**config.mk**
```make
export PLATFORM = sky130hd
export DESIGN_NAME = dispatch_queue
export DESIGN_NICKNAME = d
export VERILOG_FILES = /design/src/rtl/dispatch_queue.sv
export SDC_FILE = /design/constraint.sdc
export NUM_CORES = 1
export LEC_CHECK = 0
export CAP_MARGIN = 20
export CORE_ASPECT_RATIO = 0.8
export CORE_MARGIN = 5
export CORE_UTILIZATION = 33
export DETAILED_ROUTE_END_ITERATION = 7
export MAX_ROUTING_LAYER = met4
export SLEW_MARGIN = 20
export SYNTH_ARGS = -nofsm -noshare
export SYNTH_HDL_FRONTEND = slang
export SYNTH_SLANG_ARGS = --single-unit
```
**constraint.sdc**
```tcl
create_clock -name clk_in -period 11.9 [get_ports clk_in]
set_input_delay 2.975 -clock clk_in [delete_from_list [all_inputs] [get_ports clk_in]]
set_output_delay 2.975 -clock clk_in [all_outputs]
set_load 0.05 [all_outputs]
```
**src/rtl/dispatch_queue.sv**
```systemverilog
// dispatch_queue: instruction queue + decode + operand resolution + dispatch.
// Buffers fetched instructions in an IQ_DEPTH-entry FIFO, decodes the head,
// resolves its sources against regfile/ROB and issues a registered one-cycle
// packet to the RS or the LSB together with a ROB allocation pulse.
// Optional feature macro: DISPATCH_CDB_FWD_EN (capture CDB data for a pending
// source in the dispatch cycle). Without it the cdb_* ports are ignored.
module dispatch_queue #(
  parameter int unsigned IQ_DEPTH = 8,
  parameter int unsigned XLEN     = 32,
  parameter int unsigned TAG_W    = 4,
  parameter int unsigned OP_W     = 6
) (
  input  logic             clk_in,
  input  logic             rst_in,
  input  logic             clear_in,
  input  logic             fetch_valid,
  input  logic [31:0]      fetch_inst,
  input  logic [XLEN-1:0]  fetch_pc,
  input  logic             fetch_ls,
  output logic             fetch_ready,
  output logic [4:0]       rs1_idx,
  output logic [4:0]       rs2_idx,
  input  logic [TAG_W-1:0] reg_tag1,
  input  logic [TAG_W-1:0] reg_tag2,
  input  logic [XLEN-1:0]  reg_data1,
  input  logic [XLEN-1:0]  reg_data2,
  input  logic             rob_ready1,
  input  logic             rob_ready2,
  input  logic [XLEN-1:0]  rob_data1,
  input  logic [XLEN-1:0]  rob_data2,
  input  logic             rob_free,
  input  logic [TAG_W-1:0] rob_tag,
  output logic             rob_alloc,
  output logic [OP_W-1:0]  rob_op,
  output logic [4:0]       rob_rd,
  output logic [4:0]       rename_rd,
  output logic [TAG_W-1:0] rename_tag,
  input  logic             rs_free,
  input  logic             lsb_free,
  output logic             issue_rs,
  output logic             issue_lsb,
  output logic [OP_W-1:0]  iss_op,
  output logic [TAG_W-1:0] iss_dest,
  output logic [TAG_W-1:0] iss_qj,
  output logic [TAG_W-1:0] iss_qk,
  output logic [XLEN-1:0]  iss_vj,
  output logic [XLEN-1:0]  iss_vk,
  output logic [XLEN-1:0]  iss_imm,
  output logic [XLEN-1:0]  iss_pc,
  input  logic             cdb_valid,
  input  logic [TAG_W-1:0] cdb_tag,
  input  logic [XLEN-1:0]  cdb_data,
  output logic             illegal_out
);

  localparam int unsigned PW = $clog2(IQ_DEPTH);
  localparam int unsigned CW = PW + 1;

  typedef enum logic [5:0] {
    OP_NONE, OP_LUI, OP_AUIPC, OP_JAL, OP_JALR,
    OP_BEQ, OP_BNE, OP_BLT, OP_BGE, OP_BLTU, OP_BGEU,
    OP_LB, OP_LH, OP_LW, OP_LBU, OP_LHU,
    OP_SB, OP_SH, OP_SW,
    OP_ADDI, OP_SLTI, OP_SLTIU, OP_XORI, OP_ORI, OP_ANDI,
    OP_SLLI, OP_SRLI, OP_SRAI,
    OP_ADD, OP_SUB, OP_SLL, OP_SLT, OP_SLTU, OP_XOR,
    OP_SRL, OP_SRA, OP_OR, OP_AND
  } op_e;

  logic [31:0]     q_inst [IQ_DEPTH];
  logic [XLEN-1:0] q_pc   [IQ_DEPTH];
  logic            q_ls   [IQ_DEPTH];
  logic [PW-1:0]   head, tail;
  logic [CW-1:0]   count;

  logic            empty, push, pop, dispatch, drop;
  logic [31:0]     inst;
  logic            head_ls;
  op_e             dec_op;
  logic            legal, use1, use2, has_rd;
  logic [31:0]     imm32;
  logic [TAG_W-1:0] src1_q, src2_q;
  logic [XLEN-1:0]  src1_v, src2_v;

  assign empty       = (count == '0);
  assign fetch_ready = (count != CW'(IQ_DEPTH));
  assign push        = fetch_valid && fetch_ready && !clear_in;
  assign inst        = q_inst[head];
  assign head_ls     = q_ls[head];
  assign rs1_idx     = inst[19:15];
  assign rs2_idx     = inst[24:20];

  assign dispatch = !empty && legal && rob_free && (head_ls ? lsb_free : rs_free) && !clear_in;
  assign drop     = !empty && !legal && !clear_in;
  assign pop      = dispatch || drop;

`ifndef DISPATCH_CDB_FWD_EN
  logic unused_cdb;
  assign unused_cdb = ^{cdb_valid, cdb_tag, cdb_data};
`endif

  // Resolve one source: regfile value, ROB value, (optionally) CDB value, or wait on tag.
  function automatic logic [TAG_W+XLEN-1:0] resolve(
    input logic             used,
    input logic [TAG_W-1:0] tag,
    input logic [XLEN-1:0]  rdata,
    input logic             rrdy,
    input logic [XLEN-1:0]  robd
  );
    logic [TAG_W-1:0] q;
    logic [XLEN-1:0]  v;
    q = '0;
    v = '0;
    if (used) begin
      if (tag == '0)
        v = rdata;
      else if (rrdy)
        v = robd;
`ifdef DISPATCH_CDB_FWD_EN
      else if (cdb_valid && (cdb_tag == tag))
        v = cdb_data;
`endif
      else
        q = tag;
    end
    return {q, v};
  endfunction

  // Decode the head entry: op type, legality, used sources, rd presence, immediate.
  always_comb begin
    dec_op = OP_NONE;
    legal  = 1'b0;
    use1   = 1'b0;
    use2   = 1'b0;
    has_rd = 1'b0;
    imm32  = '0;
    case (inst[6:0])
      7'b0110111: begin dec_op = OP_LUI;   legal = 1'b1; has_rd = 1'b1; imm32 = {inst[31:12], 12'b0}; end
      7'b0010111: begin dec_op = OP_AUIPC; legal = 1'b1; has_rd = 1'b1; imm32 = {inst[31:12], 12'b0}; end
      7'b1101111: begin
        dec_op = OP_JAL; legal = 1'b1; has_rd = 1'b1;
        imm32  = {{11{inst[31]}}, inst[31], inst[19:12], inst[20], inst[30:21], 1'b0};
      end
      7'b1100111: begin
        dec_op = OP_JALR; legal = (inst[14:12] == 3'b000); use1 = 1'b1; has_rd = 1'b1;
        imm32  = {{20{inst[31]}}, inst[31:20]};
      end
      7'b1100011: begin
        legal = 1'b1; use1 = 1'b1; use2 = 1'b1;
        imm32 = {{19{inst[31]}}, inst[31], inst[7], inst[30:25], inst[11:8], 1'b0};
        case (inst[14:12])
          3'b000:  dec_op = OP_BEQ;
          3'b001:  dec_op = OP_BNE;
          3'b100:  dec_op = OP_BLT;
          3'b101:  dec_op = OP_BGE;
          3'b110:  dec_op = OP_BLTU;
          3'b111:  dec_op = OP_BGEU;
          default: legal  = 1'b0;
        endcase
      end
      7'b0000011: begin
        legal = 1'b1; use1 = 1'b1; has_rd = 1'b1;
        imm32 = {{20{inst[31]}}, inst[31:20]};
        case (inst[14:12])
          3'b000:  dec_op = OP_LB;
          3'b001:  dec_op = OP_LH;
          3'b010:  dec_op = OP_LW;
          3'b100:  dec_op = OP_LBU;
          3'b101:  dec_op = OP_LHU;
          default: legal  = 1'b0;
        endcase
      end
      7'b0100011: begin
        legal = 1'b1; use1 = 1'b1; use2 = 1'b1;
        imm32 = {{20{inst[31]}}, inst[31:25], inst[11:7]};
        case (inst[14:12])
          3'b000:  dec_op = OP_SB;
          3'b001:  dec_op = OP_SH;
          3'b010:  dec_op = OP_SW;
          default: legal  = 1'b0;
        endcase
      end
      7'b0010011: begin
        legal = 1'b1; use1 = 1'b1; has_rd = 1'b1;
        imm32 = {{20{inst[31]}}, inst[31:20]};
        case (inst[14:12])
          3'b000:  dec_op = OP_ADDI;
          3'b010:  dec_op = OP_SLTI;
          3'b011:  dec_op = OP_SLTIU;
          3'b100:  dec_op = OP_XORI;
          3'b110:  dec_op = OP_ORI;
          3'b111:  dec_op = OP_ANDI;
          3'b001:  dec_op = OP_SLLI;
          default: dec_op = inst[30] ? OP_SRAI : OP_SRLI;
        endcase
      end
      7'b0110011: begin
        legal = 1'b1; use1 = 1'b1; use2 = 1'b1; has_rd = 1'b1;
        case (inst[14:12])
          3'b000:  dec_op = inst[30] ? OP_SUB : OP_ADD;
          3'b001:  dec_op = OP_SLL;
          3'b010:  dec_op = OP_SLT;
          3'b011:  dec_op = OP_SLTU;
          3'b100:  dec_op = OP_XOR;
          3'b101:  dec_op = inst[30] ? OP_SRA : OP_SRL;
          3'b110:  dec_op = OP_OR;
          default: dec_op = OP_AND;
        endcase
      end
      default: legal = 1'b0;
    endcase
  end

  // Operand resolution for both sources of the head entry.
  always_comb begin
    {src1_q, src1_v} = resolve(use1, reg_tag1, reg_data1, rob_ready1, rob_data1);
    {src2_q, src2_v} = resolve(use2, reg_tag2, reg_data2, rob_ready2, rob_data2);
  end

  // Queue storage write at the tail (payload needs no reset).
  always_ff @(posedge clk_in) begin
    if (push) begin
      q_inst[tail] <= fetch_inst;
      q_pc[tail]   <= fetch_pc;
      q_ls[tail]   <= fetch_ls;
    end
  end

  // Queue pointers and occupancy; flush empties the queue.
  always_ff @(posedge clk_in or negedge rst_in) begin
    if (!rst_in) begin
      head  <= '0;
      tail  <= '0;
      count <= '0;
    end else if (clear_in) begin
      head  <= '0;
      tail  <= '0;
      count <= '0;
    end else begin
      if (push) tail <= tail + PW'(1);
      if (pop)  head <= head + PW'(1);
      case ({push, pop})
        2'b10:   count <= count + CW'(1);
        2'b01:   count <= count - CW'(1);
        default: count <= count;
      endcase
    end
  end

  // Registered issue packet: pulses only in the cycle after a dispatch, data held otherwise.
  always_ff @(posedge clk_in or negedge rst_in) begin
    if (!rst_in) begin
      rob_alloc   <= 1'b0;
      issue_rs    <= 1'b0;
      issue_lsb   <= 1'b0;
      illegal_out <= 1'b0;
      rob_op      <= '0;
      rob_rd      <= '0;
      rename_rd   <= '0;
      rename_tag  <= '0;
      iss_op      <= '0;
      iss_dest    <= '0;
      iss_qj      <= '0;
      iss_qk      <= '0;
      iss_vj      <= '0;
      iss_vk      <= '0;
      iss_imm     <= '0;
      iss_pc      <= '0;
    end else begin
      rob_alloc   <= dispatch;
      issue_rs    <= dispatch && !head_ls;
      issue_lsb   <= dispatch && head_ls;
      illegal_out <= illegal_out || drop;
      if (dispatch) begin
        rob_op     <= OP_W'(dec_op);
        rob_rd     <= has_rd ? inst[11:7] : 5'd0;
        rename_rd  <= has_rd ? inst[11:7] : 5'd0;
        rename_tag <= rob_tag;
        iss_op     <= OP_W'(dec_op);
        iss_dest   <= rob_tag;
        iss_qj     <= src1_q;
        iss_qk     <= src2_q;
        iss_vj     <= src1_v;
        iss_vk     <= src2_v;
        iss_imm    <= XLEN'($signed(imm32));
        iss_pc     <= q_pc[head];
      end
    end
  end

endmodule

```
## After elaboration in Yosys (flattened, before gate mapping)

Memories as Yosys holds them, arrays and structs flattened. A register that Yosys moved wholly into a read port is not among the register bits.
Cells that the tools add are included.

- Register bits after elaboration: 133
- Memory bits (writable): 520
- Input port bits: 251
- Logic and storage cells: 113
- Memories kept: 3

- Add/sub/neg operators: 4
- Eq/ne operators: 19
- Multiplexer cells: 39
- Reductions and logical operators: 33

Memories:

| memory | depth | bits a word | read ports | clocked after memory_dff | wr ports | RTL line | RTL |
|---|---|---|---|---|---|---|---|
| q_inst | 8 | 32 | 1 | 0 | 1 | 70 | `logic [31:0] q_inst [IQ_DEPTH];` |
| q_pc | 8 | 32 | 1 | 1 | 1 | 71 | `logic [XLEN-1:0] q_pc [IQ_DEPTH];` |
| q_ls | 8 | 1 | 1 | 0 | 1 | 72 | `logic q_ls [IQ_DEPTH];` |

Operators with widths:

| cell | number |
|---|---|
| 2-to-1 mux 32 bit | 6 |
| one-hot mux 32 bit (5 select lines) | 1 |
| one-hot mux 6 bit (9 select lines) | 1 |
| one-hot mux 6 bit (7 select lines) | 1 |
| 2-to-1 mux 4 bit | 7 |
| one-hot mux 4 bit (7 select lines) | 1 |
| one-hot mux 4 bit (6 select lines) | 1 |
| == test 7 x 6 -> 1 bit (second input constant) | 3 |
| == test 7 bit (second input constant) | 3 |
| one-hot mux 4 bit (5 select lines) | 1 |
| one-hot mux 5 bit (3 select lines) | 1 |
| == test 7 x 5 -> 1 bit (second input constant) | 2 |
| == test 3 bit (second input constant) | 4 |
| logical NOT 4 bit | 3 |
| 2-to-1 mux 1 bit | 12 |
| 2-to-1 mux 3 bit | 4 |
| OR reduction 6 bit | 2 |
| logical AND 1 bit | 10 |
| OR reduction 5 bit | 2 |
| OR reduction 3 bit | 3 |
| one-hot mux 4 bit (2 select lines) | 1 |
| == test 7 x 2 -> 1 bit (second input constant) | 1 |
| OR reduction 7 bit | 1 |
| adder 3 x 1 -> 3 bit (second input constant) | 2 |
| 15 further kinds | 22 |

## Depth between registers and ports, before layout

Gate-level depths: netlist of run 1.
An unclocked memory read counts as a cell.

- Depth after elaboration: 13
- Gate-level depth with buffers: 18
- Gate-level depth less buffers: 13

## Worst setup path before layout of run 1

OpenSTA, ideal clock, no wires.

- Kind: input to register
- Start: input port fetch_valid
- End: memory q_inst[0][0] (enable)
- Library setup time: 0.568 ns
- Data arrival time: 7.872 ns
- Required time: 11.332 ns
- Slack: 3.460 ns
- Cell stages on the path: 3
- Buffers on the path: 0
- Cell sequence: nand2_1 -> or3_1 -> nor3_1

- Longest elaborated chain between the ends: 4

RTL lines:

| element | RTL line | RTL |
|---|---|---|
| from (decl) | 16 | `input logic fetch_valid,` |
| logical AND 1 bit (2 in a row) | 87 | `assign push = fetch_valid && fetch_ready && !clear_in;` |
| 2-to-1 mux 1 bit | 222 | `if (push) begin` |
| 2-to-1 mux 1 bit (not written as such) | 223 | `q_inst[tail] <= fetch_inst;` |
| to (decl) | 70 |  |

Every way passes these cells.

## Worst setup path after layout of run 1

- Start: register head[0]
- End: output port rs2_idx[0]

- Longest elaborated chain between the ends: 1

RTL lines:

| element | RTL line | RTL |
|---|---|---|
| from (decl) | 73 | `logic [PW-1:0] head, tail;` |
| from (signal assigned) | 241 | `if (pop) head <= head + PW'(1);` |
| memory read (8 x 32 bit) | n/a |  |
| to (decl) | 22 | `output logic [4:0] rs2_idx,` |

Every way passes these cells.

==> metrics.txt, run 1 <==
Post-CTS Setup Inserts=0; gr ovfl total=0; nets@finish=approximately 2300; post-DP HPWL=approximately 49 mm; reg2reg end=count[2]; Synth async-reset ratio=24.1%; layout cells sized above 1=around 15%; WS Path Type=flop to primary output; via-per-instance ratio=5.06; r2r startpoint=head[0]; first-pass GRT wire length=about 110 mm; Max Fclk=141 MHz; root buffer cell=clkbuf_16; Final GP Congestion=roughly 0.83; largest net degree at the start of global routing=194; # rows=94; Total GRT Usage=between 15 and 20%; final worst-path cycle share=roughly 60%; Initial Util=between 30 and 40%; H-tree depth=3; Via Count=~16000; Resized Gates After CTS=0; Worst-Margin Slew=around 1.1 ns; CTS buffer count=72; Post-synth top flop=edfxtp_1; R2R depth=12; # IOs=roughly 430; Setup crit start=head[0]; routed len/inst=roughly 24 µm; core box area=82400 µm²; Max-Cap Viols=0; Synth Warn #=0; CTS tree=done; initial antenna violation count=19; most common cell after layout, fill and taps aside=edfxtp_1; Synth Net Count=1936; Worst Hold Depth=2; TritonCTS Sinks=just under 700; outcome=completed; synthesized area per cell=around 16 µm²; clk slew on worst S/H paths=0.06 ns; Fin Clk Skew=between 0.02 and 0.025 ns; synth unique cells=between 60 and 70; final setup TNS=0 ns; min cycle time layout=7.07 ns; Mapped Area=27500 µm²; reg2reg setup slack=5.22 ns; number of flops mapped to enable cells by yosys=520; Port Buf Inserts=approximately 400; Seq cells post-synth=a little under 700; most frequent cells in the layout=edfxtp_1 (520), clkdlybuf4s50_1 (393), nand2_1 (191), dfrtp_1 (162), mux4_2 (123); Leak=11.9 nW; Max rail drop VDD=~130 µV; first-pass detailed-route iteration total=5; pre-CTS setup slack=5.06 ns; drt drc=0; delay-heaviest family, CP=buffers and inverters; crit end category=primary output; final worst slack=just under 5 ns; relative slew slack=between 20% and 30%; Die H=268 µm; hold endpoint=iss_qj[3]; Arr. time, crit path=4.10 ns; CP Launch Type=flop; RSZ-0062 raised after global routing=no; Die Area=around 89000 µm²; CP max stage delay=just over 1 ns; total routed wirelength=approximately 77 mm; Die X=about 330 µm; Hold Path Class=flop to flop; Worst Min Path Start=iss_qj[3]; Max FO, Critical Path=95; Max clock buf depth=3; PwrDens=~190 nW/µm²; Tot Pwr=6.68 mW; final hold violations=0; Crit path required time=8.93 ns; final setup vio count=0; CP cell instances=buf_12 -> mux4_2 -> mux2_2 -> clkdlybuf4s50_1; slowest CP cell=dfrtp_4; Clock Latency Late Sink=roughly 0.63 ns; Slew Limit Fails=0; buffer and inverter count on the worst path=2; final antenna-violating net count=0; sequential fraction of the synthesis area=slightly above 70%; Cells after Synth=roughly 1700; drt first-iter violations=around 1300; Area growth syn-to-layout=27.5%; Post-CTS Hold Buffers=0; WHS=around 0.47 ns; vias in the first global route=16700
## routing by layer
metal	track usage (%)	share of wire, %	vias up
met3	4.49	7.3	101
met4	3.86	1.9	0
met1	22.4	43	8314
met5	-	0	-
met2	27.8	48	549
li1	-	-	7319
## synth_stat cells, types with 3 or more instances
cell type  instances  area (µm²)
edfxtp_1         520       15600
nand2_1          191         717
dfrtp_1          165        4130
mux4_2           123        2770
a21oi_1           96         480
clkbuf_1          71         267
o31ai_1           71         533
and3_1            68         425
o21ai_0           67         335
mux2i_1           48         480
nor2_1            36         135
mux2_2            28         315
nand3_1           27         135
buf_2             21         105
buf_4             15         113
buf_1             12        45.0
a31oi_1           11        68.8
nor3_1            10        50.1
inv_1              9        33.8
nor4_1             7        43.8
nand2b_1           6        37.5
o22ai_1            6        37.5
a22o_1             5        43.8
a211oi_1           4        30.0
and2_1             4        25.0
ha_1               4        50.1
or3_1              4        25.0
a22oi_1            3        22.5
buf_6              3        33.8
nand3b_1           3        22.5
o211ai_1           3        22.5
xnor2_1            3        26.3
## layout make-up
type / instances / area (µm²)
well taps: 1104 / 1380
repair buffers: 417 / 4150
fillers: 7361 / 47400
clock inverters: 28 / 368
flip-flops and latches: 685 / 19800
diodes: 11 / 27.5
inverters: 10 / 42.5
clock buffers: 103 / 2080
multi-input cells: 863 / 7280
## how the worst max path moves through the flow
stage,depth (start not counted),slack [ns],endpoint
floorplan,3,3.46,q_inst[0][0]
global placement,12,5.10,count[2]
detailed placement,12,5.06,count[2]
CTS,4,4.59,rs2_idx[0]
global route,4,4.49,rs2_idx[0]
finish,4,4.83,rs2_idx[0]
## state kept, by name (all words and copies together) (netlist names), 5 cells and up
signal,flops
iss_imm,32
iss_op,6
iss_pc,32
iss_vj,32
iss_vk,32
q_inst,256
q_ls,8
q_pc,256
rename_rd,5
## power breakdown
part	internal [mW]	total, mW	switching, mW	leakage, nW
Sequential	2.72	2.85	0.126	6.93
Clock	1.38	2.31	0.930	1.21
Combinational	0.585	1.52	0.933	3.79
Total	4.69	6.68	1.99	11.9
## stage by stage
step / util, % / cells / instance area (µm²)
finish: 42.6 / 3221 / 35100
CTS: 42.5 / 3210 / 35000
floorplan: - / 1680 / 27500
detailed placement: 39.5 / 3079 / 32600
global route: 42.6 / 3220 / 35100
global placement: 39.5 / 3079 / 32600
## kinds of logic (layout without fill, tap and decap cells)
logic type	Yosys count	count (layout)	synth area share, %
AOI/OAI and AO/OA	284	284	6.39
xor gates and xnor gates	5	5	0.159
adders and majority gates	5	5	0.255
buffers and inverters	132	558	2.20
DFF	685	685	71.7
muxes	200	200	13.0
other	0	11	0
and+or+nand+nor	369	369	6.25
## worst reg2reg max path: cells and delay by family (launching register included)
family	cells	cell delay [ns]
buffers and inverters	3	1.64
muxes	2	1.03
AOI/OAI and AO/OA	6	2.79
and+or+nand+nor	1	0.10
DFF	1	1.02
Power figures use the tool's default switching activity.
==> run 2, diff against run 1 <==
==> constraint.sdc (replaced) <==
create_clock -name clk_in -period 7 [get_ports clk_in]
set_input_delay 1.75 -clock clk_in [delete_from_list [all_inputs] [get_ports clk_in]]
set_output_delay 1.75 -clock clk_in [all_outputs]
set_load 0.05 [all_outputs]
==> metrics.txt, run 2 (same netlist as run 1, synthesis figures left out) <==
outcome=completed; Max rail drop VDD=196 µV; via-per-instance ratio=slightly above 5; Port Buf Inserts=around 390; min cycle time layout=roughly 5.7 ns; Arr. time, crit path=between 3 and 4 ns; most common cell after layout, fill and taps aside=edfxtp_1; final worst-path cycle share=between 80 and 90%; CTS tree=done; Post-Route M1 WL=roughly 33 mm; Via Count=between 15000 and 20000; Seq pwr share=43.3%; Comb power frac=between 20% and 30%; final setup vio count=0; nets@finish=2307; layout cells sized above 1=between 10 and 15%; Final GP Congestion=roughly 0.9; Psw=around 3.4 mW; relative slew slack=between 20% and 30%; total routed wirelength=about 78 mm; post-DP HPWL=49.8 mm; Resized Gates After CTS=0; Clock Latency Late Sink=about 0.6 ns; clk slew on worst S/H paths=~0.060 ns; placed cell areas=roughly 33000 µm²; # IOs=432; Slew Limit Fails=0; pre-CTS setup slack=1.61 ns; gr ovfl total=0; Die Area=89300 µm²; CTS buffer count=72; most frequent cells in the layout=edfxtp_1 (520), clkdlybuf4s50_1 (393), nand2_1 (191), dfrtp_1 (162), mux4_2 (123); # rows=94; CP Launch Type=flop; internal power=between 7 and 8 mW; Area growth syn-to-layout=27.4%; drt drc=0; Worst-Margin Slew=about 1.1 ns; RSZ-0062 raised after global routing=no; Max Fclk=about 170 MHz; Post-CTS Hold Buffers=0; Leak=11.9 nW; Setup crit start=head[0]; Die H=268 µm; final antenna-violating net count=0; Register Area=19800 µm²; multi-input logic area=about 7300 µm²; final hold violations=0; Hold Path Class=flop to flop; PwrDens=319 nW/µm²; met2 routed WL=about 38 mm; final setup TNS=0 ns; first-pass detailed-route iteration total=6; crit end category=primary output; initial antenna violation count=10; clock network fraction of total power=between 30% and 40%; switching share of power=a little under a third; TritonCTS Sinks=slightly below 700; Max clock buf depth=3; Initial Util=33.4%; highest routed layer=met4; Layout fillers=roughly 7400; Worst Min Path Start=iss_vj[30]; final instance area=around 35000 µm²; first-pass GRT wire length=114 mm; r2r startpoint=head[1]; Fin Clk Skew=0.0201 ns; Post-CTS Setup Inserts=0; vias in the first global route=~17000; final worst slack=between 1 and 1.5 ns; Crit path required time=roughly 5.3 ns; Total GRT Usage=17.7%; WS Path Type=flop to primary output; Die X=333 µm; root buffer cell=clkbuf_16; met3 WL post-DR=just over 6 mm; Max FO, Critical Path=between 80 and 90; drt first-iter violations=between 1000 and 1500; core box area=between 80000 and 90000 µm²; largest net degree at the start of global routing=roughly 110; top flop regs=q_inst (256), q_pc (256); routed len/inst=24.4 µm; Max-Cap Viols=0; H-tree depth=3
-- run 2: path summary, 6_finish.rpt --
check | to | slack, ns | cells past startpoint
worst min-delay path | iss_vj[30] | 0.47 | 2
worst max register to register | count[3] | 1.67 | 13
worst max-delay path | rs2_idx[0] | 1.27 | 4
min in group asynchronous | iss_pc[2] | 1.08 | 1
max in group asynchronous | iss_dest[2] | 4.74 | 2
worst min register to register | iss_vj[30] | 0.47 | 2
-- run 2: power by group through the flow --
stage / logic, mW / registers, mW / clock network (mW)
2_1_floorplan: 1.29 / 5.28 / 0
3_3_place_gp: 2.61 / 4.92 / 0
3_5_place_dp: 2.62 / 4.93 / 0
4_1_cts: 2.63 / 4.85 / 3.90
5_1_grt: 2.77 / 4.88 / 4.05
6_report: 2.59 / 4.84 / 3.76
-- run 2: area by class of cell --
cell class	count	share of cell area, %
clock buffer	94	5.63
antenna	5	0.0357
multi-input combinational	863	20.8
clock inverter	35	1.03
sequential	685	56.3
tap	1104	3.94
timing repair buffer	419	12.1
inverter	10	0.121
-- run 2: metal layers --
metal,global-route usage (%),vias up
met5,-,-
met4,4.03,0
met3,4.97,110
met2,28.8,568
met1,22.4,8329
li1,-,7308
-- run 2: through the flow --
| step | instances | utilization, % | hold WS, ns | power (mW) |
|---|---|---|---|---|
| after floorplan | 1680 | - | 0.551 | 6.57 |
| after global placement | 3081 | 39.7 | 0.459 | 7.53 |
| after detailed placement | 3081 | 39.7 | 0.463 | 7.56 |
| after CTS | 3210 | 42.5 | 0.476 | 11.4 |
| after global routing | 3215 | 42.5 | 0.499 | 11.7 |
| final | 3215 | 42.5 | 0.472 | 11.2 |
-- run 2: critical path, cell delays in order, from the launching register on --
cell	delay, ns
dfrtp_4	0.98
buf_12	0.50
mux4_2	0.60
mux2_2	0.37
clkdlybuf4s50_1	0.82
==> run 3, diff against run 2 <==
==> constraint.sdc (replaced) <==
create_clock -name clk_in -period 5.4 [get_ports clk_in]
set_input_delay 1.35 -clock clk_in [delete_from_list [all_inputs] [get_ports clk_in]]
set_output_delay 1.35 -clock clk_in [all_outputs]
set_load 0.05 [all_outputs]
==> metrics.txt, run 3 (same netlist as run 1, synthesis figures left out) <==
outcome=completed; CTS tree=done; Max-Cap Viols=0; CTS buffer count=72; top flop regs=q_inst (256), q_pc (256); post-DP HPWL=between 50 and 60 mm; final worst-path cycle share=between 90 and 100%; core box area=82400 µm²; nets@finish=about 2300; Max FO, Critical Path=32; Total GRT Usage=between 10% and 20%; Post-Route M1 WL=around 33 mm; drt drc=0; highest routed layer=met4; reg2reg setup slack=~0.63 ns; Worst Hold Depth=2; Max clock buf depth=3; drt first-iter violations=1417; final setup TNS=0 ns; met3 WL post-DR=roughly 6.3 mm; Max Fclk=just under 200 MHz; # rows=94; H-tree depth=3; buffer and inverter count on the worst path=2; R2R depth=13; vias in the first global route=16900; final instance area=around 35000 µm²; # IOs=roughly 430; delay-heaviest family, CP=buffers and inverters; CP max stage delay=0.78 ns; final hold violations=0; Die Area=between 80000 and 90000 µm²; CP cell instances=buf_4 -> mux4_2 -> mux2_2 -> clkdlybuf4s50_1; PwrDens=417 nW/µm²; largest net degree at the start of global routing=~190; CP Launch Type=flop; Die X=between 300 and 400 µm; Fin Clk Skew=~0.018 ns; most common cell after layout, fill and taps aside=edfxtp_1; Hold Path Class=flop to flop; Via Count=approximately 16000; root buffer cell=clkbuf_16; Worst Min Path Start=iss_vj[11]; reg2reg end=count[3]; TritonCTS Sinks=around 700; Port Buf Inserts=just under 400; Final GP Congestion=0.912; Die H=approximately 270 µm; slowest CP cell=clkdlybuf4s50_1; met2 routed WL=~37 mm; total routed wirelength=78.5 mm; WS Path Type=flop to primary output; most frequent cells in the layout=edfxtp_1 (520), clkdlybuf4s50_1 (393), nand2_1 (191), dfrtp_1 (162), mux4_2 (123); layout cells sized above 1=between 10% and 20%; Slew Limit Fails=0; final setup vio count=0; initial antenna violation count=15; Max rail drop VDD=~270 µV; hold endpoint=iss_vj[11]; Arr. time, crit path=3.72 ns; Crit path required time=between 4 and 5 ns; WHS=between 0.4 and 0.5 ns; routed len/inst=between 20 and 25 µm; Clock Latency Late Sink=just over 0.6 ns; Leak=around 12 nW; placed cell areas=~33000 µm²; Worst-Margin Slew=roughly 1.1 ns; first-pass GRT wire length=115 mm; Area growth syn-to-layout=28.2%; relative slew slack=26.6%; Resized Gates After CTS=0; gr ovfl total=0; crit end category=primary output; Post-CTS Setup Inserts=0; first-pass detailed-route iteration total=5; via-per-instance ratio=~5; Initial Util=between 30% and 40%; RSZ-0062 raised after global routing=no; clk slew on worst S/H paths=about 0.06 ns; final antenna-violating net count=0; r2r startpoint=head[0]; min cycle time layout=~5.1 ns; Post-CTS Hold Buffers=0
[run 3: cell types whose count changed in the layout (fill, tap and decap cells not counted), sizes merged, moves of 2 or more]
cell | previous run | this run
bufinv | 5 | 9
diode | 5 | 9
clkinv | 25 | 18
buf | 25 | 53
clkinvlp | 2 | 4
clkbuf | 95 | 99
[run 3: tightest hold or removal path: stages (launching register included)]
cell	delay (ns)
dfrtp_1	0.33
nand2_1	0.05
o31ai_1	0.05
[run 3: final cells by class]
| cell class | count | area, µm² |
|---|---|---|
| Timing Repair Buffer | 447 | 4420 |
| Clock inverter | 33 | 425 |
| Fill cell | 7395 | 47200 |
| Clock buffer | 98 | 1960 |
| Inverter | 10 | 42.5 |
| Sequential cell | 685 | 19800 |
| Antenna cell | 9 | 22.5 |
| Tap cell | 1104 | 1380 |
| Multi-Input combinational cell | 863 | 7280 |
[run 3: where the power goes]
part,switching [mW],internal [mW]
Sequential,0.218,6.00
Clock,2.04,2.99
Combinational,2.13,1.33
[run 3: how the worst max path moves through the flow]
stage | startpoint | endpoint | slack [ns] | cells past startpoint
2_1_floorplan | fetch_valid | q_inst[4][0] | 0.33 | 3
3_3_place_gp | head[0] | count[3] | 0.65 | 13
3_5_place_dp | head[0] | count[3] | 0.64 | 13
4_1_cts | head[0] | rs2_idx[0] | 0.20 | 4
5_1_grt | head[0] | rs2_idx[0] | 0.13 | 4
6_report | head[0] | rs2_idx[0] | 0.33 | 4
[run 3: metrics by stage]
step	cells	power, mW	utilization, %	worst slack (ns)
after floorplan	1680	8.51	-	0.330
after detailed placement	3109	9.83	39.9	0.641
after CTS	3240	14.9	42.8	0.195
after global placement	3109	9.80	39.9	0.651
final	3249	14.7	42.8	0.327
after global routing	3247	15.4	42.8	0.134
[run 3: metal layers]
layer / up-vias / track usage [%]
met4: 0 / 4.18
met3: 126 / 5.06
met2: 636 / 28.5
li1: 7377 / -
met5: - / -
met1: 8306 / 22.5
